--- src/rtl/branch_fetch_if.sv ---
// Fetch-control bus: pipeline-side hazard inputs and fetch-side PC/status outputs.
// master = pipeline/driver side, slave = branch_fetch_ctrl.
interface branch_fetch_if #(
    parameter int ADDR_W = 32,
    parameter int CNT_W  = 16
);
    // Handshake: resolve_valid is a single-cycle pulse with no back-pressure;
    // resolve_taken/resolve_target are qualified by it. fetch_valid qualifies pc.
    logic              stall;
    logic              is_branch_id;
    logic              resolve_valid;
    logic              resolve_taken;
    logic [ADDR_W-1:0] resolve_target;
    logic [ADDR_W-1:0] pc;
    logic              fetch_valid;
    logic              bubble;
    logic              redirect;
    logic              timeout_err;
    logic [CNT_W-1:0]  branch_cnt;
    logic [CNT_W-1:0]  taken_cnt;
    logic [1:0]        state_dbg;

    modport master (
        output stall, is_branch_id, resolve_valid, resolve_taken, resolve_target,
        input  pc, fetch_valid, bubble, redirect, timeout_err, branch_cnt, taken_cnt,
        input  state_dbg
    );

    modport slave (
        input  stall, is_branch_id, resolve_valid, resolve_taken, resolve_target,
        output pc, fetch_valid, bubble, redirect, timeout_err, branch_cnt, taken_cnt,
        output state_dbg
    );
endinterface

--- src/rtl/branch_fetch_ctrl.sv ---
// Fetch PC owner: freezes fetch on a decoded branch, bubbles until resolution,
// then redirects or falls through. Keeps saturating branch/taken counters.
module branch_fetch_ctrl #(
    parameter int                ADDR_W   = 32,
    parameter logic [ADDR_W-1:0] RESET_PC = '0,
    parameter int                MAX_WAIT = 4,
    parameter int                CNT_W    = 16
) (
    input  logic           clk,
    input  logic           rst,
    branch_fetch_if.slave  bus
);
    typedef enum logic [1:0] {
        ST_RUN   = 2'b00,
        ST_WAIT  = 2'b01,
        ST_REDIR = 2'b10,
        ST_BAD   = 2'b11
    } state_t;

    localparam logic [3:0] WAIT_LAST = 4'(MAX_WAIT - 1);

    state_t            state_q, state_d;
    logic [ADDR_W-1:0] pc_q, pc_d;
    logic [3:0]        wait_q, wait_d;
    logic              redirect_q, redirect_d;
    logic              timeout_q, timeout_d;
    logic [CNT_W-1:0]  bcnt_q, bcnt_d;
    logic [CNT_W-1:0]  tcnt_q, tcnt_d;

    always_ff @(posedge clk or posedge rst) begin
        if (rst) begin
            state_q    <= ST_RUN;
            pc_q       <= RESET_PC;
            wait_q     <= '0;
            redirect_q <= 1'b0;
            timeout_q  <= 1'b0;
            bcnt_q     <= '0;
            tcnt_q     <= '0;
        end else begin
            state_q    <= state_d;
            pc_q       <= pc_d;
            wait_q     <= wait_d;
            redirect_q <= redirect_d;
            timeout_q  <= timeout_d;
            bcnt_q     <= bcnt_d;
            tcnt_q     <= tcnt_d;
        end
    end

    always_comb begin
        state_d    = ST_RUN;
        pc_d       = pc_q;
        wait_d     = wait_q;
        redirect_d = 1'b0;
        timeout_d  = timeout_q;
        bcnt_d     = bcnt_q;
        tcnt_d     = tcnt_q;

        case (state_q)
            ST_RUN: begin
                // A decoded branch wins over stall; pc stays on the fall-through.
                if (bus.is_branch_id) begin
                    state_d = ST_WAIT;
                    wait_d  = '0;
                    if (bcnt_q != '1) begin
                        bcnt_d = bcnt_q + CNT_W'(1);
                    end
                end else begin
                    state_d = ST_RUN;
                    if (!bus.stall) begin
                        pc_d = pc_q + ADDR_W'(4);
                    end
                end
            end

            ST_WAIT: begin
                if (bus.resolve_valid) begin
                    if (bus.resolve_taken) begin
                        state_d    = ST_REDIR;
                        pc_d       = bus.resolve_target & ~ADDR_W'(3);
                        redirect_d = 1'b1;
                        if (tcnt_q != '1) begin
                            tcnt_d = tcnt_q + CNT_W'(1);
                        end
                    end else begin
                        state_d = ST_RUN;
                    end
                end else if (!bus.stall) begin
                    if (wait_q == WAIT_LAST) begin
                        state_d   = ST_RUN;
                        timeout_d = 1'b1;
                    end else begin
                        state_d = ST_WAIT;
                        wait_d  = wait_q + 4'd1;
                    end
                end else begin
                    state_d = ST_WAIT;
                end
            end

            ST_REDIR: begin
                state_d = ST_RUN;
            end

            default: begin
                state_d = ST_RUN;
            end
        endcase
    end

    assign bus.pc          = pc_q;
    assign bus.fetch_valid = (state_q == ST_RUN) & ~bus.stall & ~bus.is_branch_id;
    assign bus.bubble      = (state_q == ST_WAIT) | (state_q == ST_REDIR);
    assign bus.redirect    = redirect_q;
    assign bus.timeout_err = timeout_q;
    assign bus.branch_cnt  = bcnt_q;
    assign bus.taken_cnt   = tcnt_q;
    assign bus.state_dbg   = state_q;
endmodule
--- src/flat_wrapper.sv ---
// flat-port wrapper written by rule: the top's interface ports become plain ports
module branch_fetch_ctrl_flat 
#(
    parameter int                ADDR_W   = 32,
    parameter logic [ADDR_W-1:0] RESET_PC = '0,
    parameter int                MAX_WAIT = 4,
    parameter int                CNT_W    = 16
)
  (clk, rst, bus_stall, bus_is_branch_id, bus_resolve_valid, bus_resolve_taken, bus_resolve_target, bus_pc, bus_fetch_valid, bus_bubble, bus_redirect, bus_timeout_err, bus_branch_cnt, bus_taken_cnt, bus_state_dbg);
  branch_fetch_if #(.ADDR_W(ADDR_W), .CNT_W(CNT_W)) bus_i ();
  input  logic clk;
  input  logic rst;
  input wire logic [$bits(bus_i.stall)-1:0] bus_stall;
  input wire logic [$bits(bus_i.is_branch_id)-1:0] bus_is_branch_id;
  input wire logic [$bits(bus_i.resolve_valid)-1:0] bus_resolve_valid;
  input wire logic [$bits(bus_i.resolve_taken)-1:0] bus_resolve_taken;
  input wire logic [$bits(bus_i.resolve_target)-1:0] bus_resolve_target;
  output wire logic [$bits(bus_i.pc)-1:0] bus_pc;
  output wire logic [$bits(bus_i.fetch_valid)-1:0] bus_fetch_valid;
  output wire logic [$bits(bus_i.bubble)-1:0] bus_bubble;
  output wire logic [$bits(bus_i.redirect)-1:0] bus_redirect;
  output wire logic [$bits(bus_i.timeout_err)-1:0] bus_timeout_err;
  output wire logic [$bits(bus_i.branch_cnt)-1:0] bus_branch_cnt;
  output wire logic [$bits(bus_i.taken_cnt)-1:0] bus_taken_cnt;
  output wire logic [$bits(bus_i.state_dbg)-1:0] bus_state_dbg;
  assign bus_i.stall = bus_stall;
  assign bus_i.is_branch_id = bus_is_branch_id;
  assign bus_i.resolve_valid = bus_resolve_valid;
  assign bus_i.resolve_taken = bus_resolve_taken;
  assign bus_i.resolve_target = bus_resolve_target;
  assign bus_pc = bus_i.pc;
  assign bus_fetch_valid = bus_i.fetch_valid;
  assign bus_bubble = bus_i.bubble;
  assign bus_redirect = bus_i.redirect;
  assign bus_timeout_err = bus_i.timeout_err;
  assign bus_branch_cnt = bus_i.branch_cnt;
  assign bus_taken_cnt = bus_i.taken_cnt;
  assign bus_state_dbg = bus_i.state_dbg;
  branch_fetch_ctrl #(.ADDR_W(ADDR_W), .RESET_PC(RESET_PC), .MAX_WAIT(MAX_WAIT), .CNT_W(CNT_W)) u_core (.clk(clk), .rst(rst), .bus(bus_i));
endmodule
--- config.mk ---
export PLATFORM = sky130hd
export DESIGN_NAME = branch_fetch_ctrl_flat
export DESIGN_NICKNAME = d
export VERILOG_FILES = /design/src/rtl/branch_fetch_if.sv /design/src/rtl/branch_fetch_ctrl.sv /design/src/flat_wrapper.sv
export SDC_FILE = /design/constraint.sdc
export NUM_CORES = 1
export LEC_CHECK = 0
export CORE_MARGIN = 2
export CORE_UTILIZATION = 52
export CTS_CLUSTER_DIAMETER = 30
export DETAILED_ROUTE_END_ITERATION = 10
export GPL_ROUTABILITY_DRIVEN = 1
export PLACE_DENSITY = 0.83
export SLEW_MARGIN = 20
export SYNTH_ARGS = -nofsm -noshare
export SYNTH_HDL_FRONTEND = slang
export SYNTH_SLANG_ARGS = --single-unit
--- constraint.sdc ---
create_clock -name clk -period 3.95 [get_ports clk]
set_input_delay 0.395 -clock clk [delete_from_list [all_inputs] [get_ports clk]]
set_output_delay 0.395 -clock clk [all_outputs]
set_load 0.05 [all_outputs]
==> flow_metrics.env, run 1 <==
export IMPL_worstSkewPairLatency_ps=350
export IMPL_rows=32
export IMPL_synth_area_um2=4240
export IMPL_synthXorXnorAreaFrac_pct=5.78
export IMPL_ff_latch_area_um2=1750
export IMPL_slew_headroom_pct=42.3
export IMPL_ys_seq_area_share_pct=41.3
export IMPL_dieArea_um2=8900
export IMPL_rsz0062_at_grt="no"
export IMPL_multi_input_area_um2=2290
export IMPL_clk_pin_slew_ps=70
export IMPL_vdd_drop_max_v=0.000514
export IMPL_whs_endpoint="u_core.bus.timeout_err"
export IMPL_drt_wl_total_um=10800
export IMPL_remaining_drc_errors=0
export IMPL_period_needed_ps=2690
export IMPL_place_area_um2=5320
export IMPL_firstDrtPassIters=5
export IMPL_antenna_found_initial=0
export IMPL_avgSynthCellArea_um2=9.25
export IMPL_worst_slew_pin_slew_ps=859
export IMPL_clockBufferDepth=2
export IMPL_layout_drive_gt1_share_pct=7.90
export IMPL_cts_setup_buffers=0
export IMPL_grt_pass1_vias=3691
export IMPL_arrival_ps=2300
export IMPL_holdPathStages=1
export IMPL_power_density_nw_per_um2=698
export IMPL_synth_top_family_by_area="simple AND/OR/NAND/NOR gates"
export IMPL_start_util_pct=54.4
export IMPL_fin_setup_tns_ps=0
export IMPL_timing_final_hold_violations=0
export IMPL_gp_congestion=0.822
export IMPL_worst_r2r_endpoint="u_core.bus.pc[29]"
export IMPL_cp_max_fo=9
export IMPL_synthMuxAreaShare_pct=2.98
export IMPL_fill_cells=619
export IMPL_cts_buffers=9
export IMPL_finalMaxSlewViolations=0
export IMPL_synth_compound_area_share_pct=17.4
export IMPL_leakage_nw=2.32
export IMPL_rr_worst_depth=6
export IMPL_synth_edff_count=0
export IMPL_die_y_um=94.3
export IMPL_period_share_pct=68.2
export IMPL_final_area_um2=5510
export IMPL_min_path_type="reg -> reg"
export IMPL_reg2reg_slack_ps=1570
export IMPL_port_buffer_count=103
export IMPL_grt_usage_pct=25.0
export IMPL_maxCapViolations=0
export IMPL_syn2layout_area_growth_pct=29.9
export IMPL_vias=3986
export IMPL_post_cts_resized=0
export IMPL_end_kind="output port"
export IMPL_skew_ps=5.84
export IMPL_hold_ws_ps=496
export IMPL_critPathKind="reg -> out"
export IMPL_drt_iter0_markers=221
export IMPL_final_setup_viol_count=0
export IMPL_grt_max_degree=55
export IMPL_ios=108
export IMPL_cts_sink_count=70
export IMPL_yosys_warnings=0
export IMPL_start_kind="flip-flop"
export IMPL_required_ps=3560
export IMPL_fin_nets=596
export IMPL_min_from="u_core.bus.timeout_err"
export IMPL_ctsHoldBuffers=0
export IMPL_worstReg2RegStart="u_core.bus.state_dbg[0]"
export IMPL_synth_seq_cells=70
export IMPL_core_area_um2=7810
export IMPL_synthDistinctLibCells=68
export IMPL_vias_per_cell=6.05
export IMPL_final_cell_mix="103 x clkdlybuf4s50_1, 70 x dfrtp_1, 33 x nand2_1, 30 x nand4_1, 29 x nor2_1"
export IMPL_status="finished clean"
export IMPL_cts_root_buf="clkbuf_8"
export IMPL_antenna_left=0
export IMPL_wl_per_cell_um=16.4
export IMPL_gr_total_overflow=0
export IMPL_cts_tree="built"
export IMPL_synthFlopType="dfrtp_1"
export IMPL_grt_pass1_wl_um=17600
export IMPL_synthCells=459
export IMPL_layout_commonest_cell="clkdlybuf4s50_1"
export IMPL_chipWidth_um=94.3
export IMPL_async_flop_share_pct=100
export IMPL_yosys_area_share_adder_pct=1.77
export IMPL_fmax_mhz=371
export IMPL_htreeDepth=3
export IMPL_synthSimpleGateAreaFrac_pct=25.7
export IMPL_n_antenna_cell=0
export IMPL_hpwl_um=7640
## flip-flops by register name (all words and copies together) (netlist names)
| signal | count |
|---|---|
| u_core.bus.timeout_err | 1 |
| u_core.wait_q | 4 |
| u_core.bus.taken_cnt | 16 |
| u_core.bus.branch_cnt | 16 |
| u_core.bus.pc | 30 |
| u_core.bus.state_dbg | 2 |
| u_core.bus.redirect | 1 |
## cell usage after synthesis (4+ instances only)
library cell	count	area, µm²
dfrtp_1	70	1750
clkbuf_1	10	37.5
o21ai_0	22	110
nor2_1	29	109
and4_1	6	52.6
nor3_1	11	55.1
mux2i_1	7	70.1
ha_1	6	75.1
a22oi_1	7	52.6
a211o_1	4	35.0
nand4_1	30	188
a21oi_1	22	110
xnor2_1	7	61.3
a2bb2oi_1	4	35.0
nand2_1	33	124
buf_2	11	55.1
nor4b_1	5	43.8
nor4_1	13	81.3
xor2_1	21	184
o22ai_1	4	25.0
and3_1	8	50.1
nand3_1	23	115
and2_1	5	31.3
nand3_2	4	40.0
inv_1	20	75.1
a211oi_1	9	67.6
mux2_2	5	56.3
## cells by family (layout without fill, tap and decap cells)
family | count (synthesis) | count (layout)
simple gates | 190 | 190
compound gates | 104 | 104
flops | 70 | 70
buf+inv | 48 | 145
xor+xnor | 28 | 28
mux | 12 | 12
fa+ha+maj | 6 | 6
other cells | 1 | 2
## critical path, stage by stage (launching register included)
cell and delay, ps:
dfrtp_1 410, inv_1 80, ha_1 320, nand2b_1 170, nor2_1 130, clkdlybuf4s50_1 840
## how the worst max path moves through the flow
stage,from,endpoint,slack [ps]
floorplan,u_core.bus.state_dbg[1],u_core.bus.pc[31],1730
global placement,bus_stall,u_core.bus.pc[29],1310
detailed placement,bus_stall,u_core.bus.pc[29],1250
CTS,u_core.bus.state_dbg[0],bus_fetch_valid,1240
global route,u_core.bus.state_dbg[0],bus_fetch_valid,1090
finish,u_core.bus.state_dbg[0],bus_fetch_valid,1260
## power by group
group / internal, W / switching (W) / total, W
Sequential: 0.000925 / 0.000343 / 0.00127
Combinational: 0.000720 / 0.00129 / 0.00201
Clock: 0.000291 / 0.000277 / 0.000568
Total: 0.00194 / 0.00191 / 0.00385
## layout make-up
| type | count | share of cell area (%) |
|---|---|---|
| clock buffers | 10 | 2.32 |
| clock inverters | 6 | 1.14 |
| inverters | 20 | 1.36 |
| multi-input cells | 342 | 41.6 |
| flip-flops and latches | 70 | 31.8 |
| well taps | 102 | 2.32 |
| repair buffers | 109 | 19.5 |
## per-stage QoR
step	instances	utilization (%)	setup WS, ps	total power [W]
after floorplan	460	-	1730	0.00263
final	659	70.6	1260	0.00385
after global routing	659	70.6	1090	0.00405
after CTS	659	70.6	1240	0.00386
after detailed placement	643	68.2	1250	0.00328
after global placement	643	68.2	1310	0.00323
## metal layers
layer  wire length (µm)  vias up  part of all wire, %  global-route usage (%)
met5                  0        -                    0                       0
met4                188        0                  1.7                    9.06
met3                553       23                  5.1                    5.51
met2               5390      141                   50                    40.5
met1               4660     1917                   43                    33.1
li1                   -     1905                    -                       -
Note: power is estimated with default switching activity, not from simulation.
==> run 2: changes to the inputs <==
Settings changed: CORE_UTILIZATION 52 to 45, PLACE_DENSITY 0.83 to 0.76.
Clock period 3.95 ns to 2.45 ns, I/O delays scaled along.
==> run 2 against run 1 <==
Effect of this change:
- first-iteration DRC count fell by 19%
- cell count rose by 2.3%
- critical path type unchanged
- worst setup slack got worse by 910 ps
- clock-buffer cell count shrank 1
- non-clock buffer count is 6 higher
- flip-flop and latch count unchanged
- global-route usage decreased by 3.6 points
- sequential share of layout area fell by 0.63 points
==> flow_metrics.env, run 2 (same netlist as run 1, synthesis figures left out) <==
export IMPL_port_buffer_count=103
export IMPL_timing_critical_path_buf_inv=2
export IMPL_crit_start="u_core.bus.state_dbg[0]"
export IMPL_leakage_nw=2.36
export IMPL_rsz0062_at_grt="no"
export IMPL_layout_commonest_cell="clkdlybuf4s50_1"
export IMPL_fin_setup_tns_ps=0
export IMPL_finalMaxSlewViolations=0
export IMPL_cts_tree="built"
export IMPL_path_delay_family="buffers and inverters"
export IMPL_cts_setup_buffers=0
export IMPL_firstDrtPassIters=4
export IMPL_worstPathCellList="inv_1 > ha_1 > clkdlybuf4s50_1"
export IMPL_worst_r2r_endpoint="u_core.bus.pc[31]"
export IMPL_fin_nets=602
export IMPL_htreeDepth=3
export IMPL_rr_worst_depth=6
export IMPL_p_comb_share_pct=51.5
export IMPL_gr_total_overflow=0
export IMPL_syn2layout_area_growth_pct=32.5
export IMPL_die_y_um=101
export IMPL_power_density_nw_per_um2=1130
export IMPL_crit_end="bus_bubble"
export IMPL_timing_final_hold_violations=0
export IMPL_p_clk_share_pct=16.4
export IMPL_hold_ws_ps=370
export IMPL_fill_cells=768
export IMPL_final_setup_viol_count=0
export IMPL_cts_root_buf="clkbuf_8"
export IMPL_end_kind="output port"
export IMPL_worstReg2RegStart="u_core.bus.state_dbg[1]"
export IMPL_chipWidth_um=101
export IMPL_rows=35
export IMPL_gp_congestion=0.816
export IMPL_slew_headroom_pct=50.7
export IMPL_arrival_ps=1850
export IMPL_ios=108
export IMPL_grt_pass1_wl_um=17700
export IMPL_grt_pass1_vias=3706
export IMPL_wl_per_cell_um=16.1
export IMPL_drt_iter0_markers=180
export IMPL_fmax_mhz=476
export IMPL_period_needed_ps=2100
export IMPL_antenna_left=0
export IMPL_grt_usage_pct=21.4
export IMPL_critPathKind="reg -> out"
export IMPL_vdd_drop_max_v=0.000876
export IMPL_worstSetupPathDepth=3
export IMPL_vias=3916
export IMPL_n_antenna_cell=0
export IMPL_ctsHoldBuffers=0
export IMPL_critical_path_slowest_cell="clkdlybuf4s50_1"
export IMPL_layout_drive_gt1_share_pct=9.24
export IMPL_skew_ps=12.0
export IMPL_core_area_um2=9200
export IMPL_post_cts_resized=0
export IMPL_cts_buffers=9
export IMPL_utilization_pct=61.1
export IMPL_largest_register_ffs=30
export IMPL_dieArea_um2=10200
export IMPL_worstSkewPairLatency_ps=340
export IMPL_min_path_type="in -> async"
export IMPL_p_switching_w=0.00311
export IMPL_worst_slew_pin_slew_ps=739
export IMPL_final_cell_mix="102 x clkdlybuf4s50_1, 70 x dfrtp_1, 33 x nand2_1, 30 x nand4_1, 29 x nor2_1"
export IMPL_reg2reg_slack_ps=420
export IMPL_p_sw_share_pct=48.8
export IMPL_cpPeakStageDelay_ps=800
export IMPL_status="finished clean"
export IMPL_start_util_pct=46.1
export IMPL_clk_pin_slew_ps=80
export IMPL_required_ps=2200
export IMPL_remaining_drc_errors=0
export IMPL_p_int_w=0.00326
export IMPL_cp_max_fo=3
export IMPL_cts_sink_count=70
export IMPL_clockBufferDepth=2
export IMPL_drt_wl_total_um=10900
export IMPL_power_frac_seq_pct=32.1
export IMPL_hpwl_um=7760
export IMPL_antenna_found_initial=0
export IMPL_maxCapViolations=0
export IMPL_vias_per_cell=5.81
export IMPL_grt_max_degree=37
export IMPL_period_share_pct=85.7
export IMPL_start_kind="flip-flop"
run 2: power groups by stage:
stage               clock network [W]  logic (W)  registers (W)
floorplan                           0    0.00121        0.00303
global placement                    0    0.00322        0.00203
detailed placement                  0    0.00329        0.00205
CTS                           0.00107    0.00329        0.00203
global route                  0.00112    0.00348        0.00211
finish                        0.00105    0.00328        0.00204
run 2: metrics by stage:
step	instance area [µm²]	setup WS [ps]	power, W	instances
2_1_floorplan	4250	232	0.00424	460
3_3_place_gp	5400	329	0.00525	658
3_5_place_dp	5400	265	0.00533	658
4_1_cts	5620	315	0.00639	674
5_1_grt	5620	265	0.00671	674
6_report	5620	350	0.00637	674
run 2: worst min path at each step:
stage | from | end | slack, ps | cells past startpoint
floorplan | bus_resolve_valid | u_core.bus.state_dbg[0] | 340 | 1
global placement | u_core.bus.timeout_err | u_core.bus.timeout_err | 450 | 1
detailed placement | u_core.bus.timeout_err | u_core.bus.timeout_err | 450 | 1
CTS | rst | u_core.bus.branch_cnt[1] | 380 | 2
global route | rst | u_core.bus.taken_cnt[13] | 430 | 2
finish | rst | u_core.bus.taken_cnt[13] | 370 | 2
run 2: cell type report:
class	instances	area, µm²	area share, %
multi-input cells	342	2290	40.7
flip-flops and latches	70	1750	31.2
repair buffers	115	1140	20.3
well taps	111	139	2.47
clock buffers	9	124	2.20
clock inverters	7	98.8	1.76
inverters	20	75.1	1.34
run 2: per-layer routing:
| metal | global-route usage, % | vias up | part of all wire (%) |
|---|---|---|---|
| met2 | 34.5 | 111 | 48 |
| met4 | 6.65 | 0 | 1.2 |
| met5 | 0 | - | 0 |
| met1 | 29.7 | 1881 | 46 |
| met3 | 3.54 | 10 | 5.1 |
| li1 | - | 1914 | - |
run 2: worst reg2reg max path: stages, from the launching register on:
cell     delay, ps
dfrtp_1        390
inv_1           80
ha_1           330
or4b_2         710
nor4_1         240
nand3_1        110
nand4_1        120
==> run 3: changes to the inputs <==
Settings changed: SLEW_MARGIN 20 to 10.
==> results of run 3 <==
Final layout, timing and power as in run 2 (identical DEF).
